`src/rtl/serializer_rr_scheduler.sv`:
```
// Round-robin scheduler that shares one W-bit parallel-to-serial shifter among N requesters.
// Each grant loads one word, then blocks further grants for W shift cycles plus GAP idle cycles.
module serializer_rr_scheduler #(
  parameter int N   = 4,
  parameter int W   = 6,
  parameter int GAP = 1,
  localparam int IW = (N > 1) ? $clog2(N) : 1
) (
  input  logic              clk,
  input  logic              rst,
  input  logic [N-1:0]      req,
  input  logic [N*W-1:0]    data_in,
  output logic [N-1:0]      ack,
  output logic              ser_load,
  output logic [W-1:0]      ser_data,
  output logic              ser_active,
  output logic [IW-1:0]     grant_id,
  output logic              done
);

  localparam int CW = $clog2(W);
  localparam logic [CW-1:0] CNT_LAST = CW'(W - 1);
  localparam logic [3:0]    GAP_LAST = (GAP > 0) ? 4'(GAP - 1) : 4'd0;

  typedef enum logic [1:0] {
    S_IDLE,
    S_LOAD,
    S_SHIFT,
    S_GAP
  } state_t;

  state_t        state;
  logic [CW-1:0] cnt;
  logic [3:0]    gcnt;
  logic [IW-1:0] last;
  logic [IW-1:0] winner;
  logic [IW-1:0] cand;
  logic          any;
  int unsigned   idx;

  // Scan last+1, last+2, ... (mod N); the first requesting index wins.
  always_comb begin
    winner = last;
    any    = 1'b0;
    idx    = 0;
    cand   = '0;
    for (int unsigned k = 1; k <= N; k++) begin
      idx  = (32'(last) + k) % N;
      cand = IW'(idx);
      if (!any && req[cand]) begin
        any    = 1'b1;
        winner = cand;
      end
    end
  end

  always_ff @(posedge clk or posedge rst) begin
    if (rst) begin
      state      <= S_IDLE;
      cnt        <= '0;
      gcnt       <= '0;
      last       <= IW'(N - 1);
      ack        <= '0;
      ser_load   <= 1'b0;
      ser_data   <= '0;
      ser_active <= 1'b0;
      grant_id   <= '0;
      done       <= 1'b0;
    end else begin
      ser_load <= 1'b0;
      ack      <= '0;
      done     <= 1'b0;
      case (state)
        S_IDLE: begin
          if (any) begin
            state    <= S_LOAD;
            grant_id <= winner;
            last     <= winner;
            ser_data <= data_in[32'(winner)*W +: W];
            ser_load <= 1'b1;
            ack      <= N'(1) << winner;
          end
        end
        S_LOAD: begin
          state      <= S_SHIFT;
          cnt        <= CNT_LAST;
          ser_active <= 1'b1;
        end
        S_SHIFT: begin
          // done is registered, so it is raised on the edge that brings cnt to 0.
          if (cnt == '0) begin
            ser_active <= 1'b0;
            if (GAP > 0) begin
              state <= S_GAP;
              gcnt  <= GAP_LAST;
            end else begin
              state <= S_IDLE;
            end
          end else begin
            cnt  <= cnt - 1'b1;
            done <= (cnt == CW'(1));
          end
        end
        S_GAP: begin
          if (gcnt == '0) state <= S_IDLE;
          else            gcnt  <= gcnt - 1'b1;
        end
        default: state <= S_IDLE;
      endcase
    end
  end

endmodule

```
`config.mk`:
```
export PLATFORM = sky130hd
export DESIGN_NAME = serializer_rr_scheduler
export DESIGN_NICKNAME = d
export VERILOG_FILES = /design/src/rtl/serializer_rr_scheduler.sv
export SDC_FILE = /design/constraint.sdc
export NUM_CORES = 1
export LEC_CHECK = 0
export CAP_MARGIN = 20
export CORE_UTILIZATION = 46
export CTS_CLUSTER_SIZE = 30
export DETAILED_ROUTE_END_ITERATION = 8
export MAX_ROUTING_LAYER = met4
export PLACE_DENSITY = 0.79
export SETUP_SLACK_MARGIN = 0.15
export SYNTH_ARGS = -nofsm -noshare
export SYNTH_HDL_FRONTEND = slang
export SYNTH_SLANG_ARGS = --single-unit
```
`constraint.sdc`:
```
create_clock -name clk -period 2.4 [get_ports clk]
set_clock_uncertainty 0.2 [all_clocks]
set_input_delay 0.36 -clock clk [delete_from_list [all_inputs] [get_ports clk]]
set_output_delay 0.36 -clock clk [all_outputs]
set_load 0.02 [all_outputs]
```
-- After elaboration in Yosys (flattened, before gate mapping)
Cells that the tools add are included.
- add/subtract/negate cells: 6
- multipliers: 1
- div/mod/pow operators: 0
- magnitude comparators: 4
- equal/unequal tests: 9
- shift-type cells: 2
- multiplexer cells: 33
- bitwise gates (word level): 0
- reductions and logical operators: 16
- operators by type and width (operator ; number):
    $shiftx A24 B6 Y6 ; 1
    $mux W4 ; 4
    $mux W2 ; 7
    $mux W1 ; 13
    $lt A2 B3 Y1 const B ; 4
    $ne A2 B2 Y1 const B ; 5
    $bmux W1 S2 ; 4
    $pmux W2 S4 ; 1
    $pmux W4 S2 ; 1
    $pmux W3 S2 ; 1
    $reduce_and A2 Y1 ; 3
    $reduce_and A3 Y1 ; 2
    $add A2 B1 Y2 const B ; 2
    $add A2 B2 Y2 const B ; 2
    $eq A2 B2 Y1 const B ; 2
    $logic_not A4 Y1 ; 1
    $mul A2 B2 Y4 const B ; 1
    $reduce_bool A2 Y1 ; 2
    $shl A1 B2 Y4 const A ; 1
    $sub A4 B1 Y4 const B ; 1
    $eq A3 B1 Y1 const B ; 1
    $logic_and A1 B1 Y1 ; 3
    $logic_not A1 Y1 ; 3
    $logic_not A3 Y1 ; 1
    5 further kinds ; 5
- bits in registers: 26
- latch bits: 0
- RAM bits: 0
- memory bits (read-only): 0
- input port bits: 30
- word-level logic and storage cells: 81
- memories kept: 0

-- Depth between registers and ports, before layout
- word-level depth: 16
- depth in mapped cells: 8
- depth with buffers taken out: 7

-- Worst setup path before layout
Ideal clock, no wire load.
- kind: register -> register
- from: register last[0]
- to: register ser_data[0]
- library setup time: 0.132 ns
- data arrival time: 1.548 ns
- required time: 2.068 ns
- path slack: 0.521 ns
- stages on the path, launching flop included: 8
- buffers on the path: 2
- period minus slack after synthesis: 1.879 ns
- path through: dfstp_2 -> nand2b_2 -> o21ai_2 -> a221oi_2 -> buf_6 -> buf_12 -> mux2i_1 -> o221ai_2
- word-level cells in the longest chain between the ends: 15
- elaborated cells between the ends (all ways): 29
- RTL lines (element ; line ; RTL):
    from (decl) ; 35 ; logic [IW-1:0] last;
    from (signal assigned) ; 62 ; last <= IW'(N - 1);
    from (signal assigned) ; 78 ; last <= winner;
    $add A2 B1 Y2 ; 48 ; idx = (32'(last) + k) % N;
    $bmux W1 S2 ; 50 ; if (!any && req[cand]) begin
    $mux W1 (implied by the code) ; 50 ;
    $mux W1 ; 50 ;
    $logic_not A1 Y1 ; 50 ;
    $logic_and A1 B1 Y1 ; 50 ;
    $mux W1 ; 50 ;
    $logic_not A1 Y1 ; 50 ;
    $logic_and A1 B1 Y1 ; 50 ;
    $mux W1 ; 50 ;
    $logic_not A1 Y1 ; 50 ;
    $logic_and A1 B1 Y1 ; 50 ;
    $mux W2 ; 50 ;
    $mul A2 B2 Y4 ; 79 ; ser_data <= data_in[32'(winner)*W +: W];
    $shiftx A24 B6 Y6 ; 79 ;
    to (signal assigned) ; 79 ;
    to (decl) ; 15 ; output logic [W-1:0] ser_data,
Parallel ways exist; a longest one is shown, timed or not. The select of a mux whose other input is x is not followed.
A chain may end at the register's enable or synchronous reset.

-- Worst setup path after layout
- from: register last[0]
- to: register ser_data[5]
Same word-level chain as after synthesis.

==> impl_metrics.toml <==
[power]
cellLeakagePower_nw = 0.885
p_per_area_nw_per_um2 = 1200
ir_drop_mv = 0.626

[detailed_routing]
drt_iter0_drc = 45
routed_via_density = 5.13
drt_first_pass_iters = 4
vias = 1103
routed_wl_mm = 2.93
drc = 0
ant_nets = 0
wl_per_cell_um = 13.6

[sta]
hold-worst-slack_ps = 167
rsz0062_at_grt = "false"
finalCritPeriodShare_pct = 85.7
final.setup.tns_ps = 0
fin_crit_ps = 2060
finalHoldViolations = 0
timing.fmax_mhz = 486
worstMarginPinSlew_ps = 409
slew_violations = 0
setup_violations = 0
max_slew_margin_pct = 72.7
fin_ws_ps = 344

[critical_path]
critical_path_class = "flop to flop"
reg2reg_depth = 6
crit_path_start_kind = "flop"
critPathRequiredTime_ps = 2400
crit_fanout = 18
worstPathArrival_ps = 2050
cp-end-kind = "flop"

[floorplanning]
rows = 19
die_x_um = 57.8
die_area_um2 = 3340
start_util_pct = 50.1
die_y_um = 57.8
core_um2 = 2850
io_pins = 45

[final_layout]
layout_commonest_cell = "clkdlybuf4s50_1"
antenna_cells = 0
final_cell_mix = "clkdlybuf4s50_1 (44), dfrtp_1 (24), nand2_1 (15)"
drive_above_1_share_pct = 11.4
finish.instance_area_um2 = 1940
syn_to_final_growth_pct = 35.8
fin_util_pct = 68.1
fin_nets = 224

[clock_tree]
clkSlewWorstSetupHoldPaths_ps = 140
cts_max_level = 1
cts_sinks = 26
cts-root-buf = "clkbuf_4"
post-cts-setup-buffer-count = 0
cts_buffer_depth = 2
postCtsHoldBufs = 0
cts_buffers = 3
worst_skew_pair.late_latency_ps = 320
cts_tree = "yes"
post_cts_resized = 0

[global_routing]
grt.overflow.total = 0
grt_pass1_vias = 1154
antenna_found_initial = 0
grt_pass1_wl_mm = 5.06
grt_usage_pct = 20.8
grt_max_degree = 27

[yosys]
netlist_area_um2 = 1430
ys_ff_latch = 26
yosysWarningCount = 0
synth_enable_flop_cells = 0
seq_area_frac_synth_pct = 45.7
ys.flop_type = "dfrtp_1"
synth-async-reset-ratio_pct = 100
avgSynthCellArea_um2 = 10.5
synth_cell_types = 33
synthCells = 136
synth_nets = 175

[place]
pre_cts_ws_ps = 95.6
gp_congestion = 0.705
dpl.hpwl_mm = 2.27
dpl-instance-area_um2 = 1910
portBuffers = 44

[run_status]
status = "complete, no violations"

[hold_path]
hp-class = "primary input to async pin"

[job]
max-cap-violations = 0
[registers in the layout (all words and copies together), names as in the netlist]
| name | flops |
|---|---|
| ser_data | 6 |
| ser_load | 1 |
| last | 2 |
| gcnt | 4 |
| grant_id | 2 |
| ack | 4 |
| ser_active | 1 |
| done | 1 |
| cnt | 3 |
| state | 2 |
[metrics by stage]
step | power (W) | std cells
floorplan | 0.00171 | 136
global placement | 0.00207 | 211
detailed placement | 0.00214 | 211
CTS | 0.00236 | 215
global route | 0.00253 | 215
finish | 0.00234 | 215
[synthesized netlist by cell type (3+ instances only)]
master    instances  share of area (%)
nand2b_1          6                2.6
nor2_1           13                3.4
inv_1            10                2.6
o221ai_2          4                4.2
dfrtp_1          24                 42
ha_1              9                7.9
o21ai_0           3                1.0
nand3_1           3                1.0
a21oi_1           5                1.7
nand2_1          15                3.9
mux2i_1          13                9.1
[per-layer routing]
| metal | share of wire (%) | GRT usage, % | up-vias |
|---|---|---|---|
| met3 | 3.4 | 3.57 | 2 |
| met2 | 54 | 37.4 | 33 |
| li1 | - | - | 559 |
| met5 | 0 | - | - |
| met4 | 0.41 | 6.80 | 0 |
| met1 | 42 | 23.5 | 509 |
[worst paths after layout]
path	slack [ps]	startpoint	to
worst min register to register	300	ser_active$_DFFE_PP0P_	ser_active$_DFFE_PP0P_
max in group asynchronous	1530	rst	last[1]$_DFFE_PP1P_
worst min-delay path	170	rst	state[0]$_DFFE_PP0P_
min in group clk	300	ser_active$_DFFE_PP0P_	ser_active$_DFFE_PP0P_
worst max register to register	340	last[0]$_DFFE_PP1P_	ser_data[5]$_DFFE_PP0P_
worst max-delay path	340	last[0]$_DFFE_PP1P_	ser_data[5]$_DFFE_PP0P_
[power breakdown]
part,total [W],internal (W),leakage (nW),switching [W]
clock network,0.000217,0.0000927,0.0210,0.000124
registers,0.000779,0.000646,0.317,0.000133
logic,0.00134,0.000632,0.547,0.000711
[cell families (layout without fill, tap and decap cells)]
logic type,after synthesis,in the layout,synth area share (%)
AO/OA/AOI/OAI,22,22,13.2
XOR/XNOR,2,2,1.23
adder cells (fa/ha/maj),9,9,7.87
buffers and inverters,15,63,6.12
flip-flops,26,26,45.7
multiplexers,14,14,9.89
AND/OR/NAND/NOR,48,48,16.0
[final cells by class]
class	instances	area, µm²
Clock buffer	4	36.3
Fill cell	226	911
Inverter	11	41.3
Multi-Input combinational cell	95	689
Sequential cell	26	653
Tap cell	31	38.8
Timing Repair Buffer	48	483
[critical path: stages, from the launching register on]
cell	delay (ps)
dfstp_2	590
nand2b_2	150
o21ai_2	60
a221oi_2	300
buf_12	210
mux2i_1	280
o221ai_2	140
(Power assumes the default switching activity.)
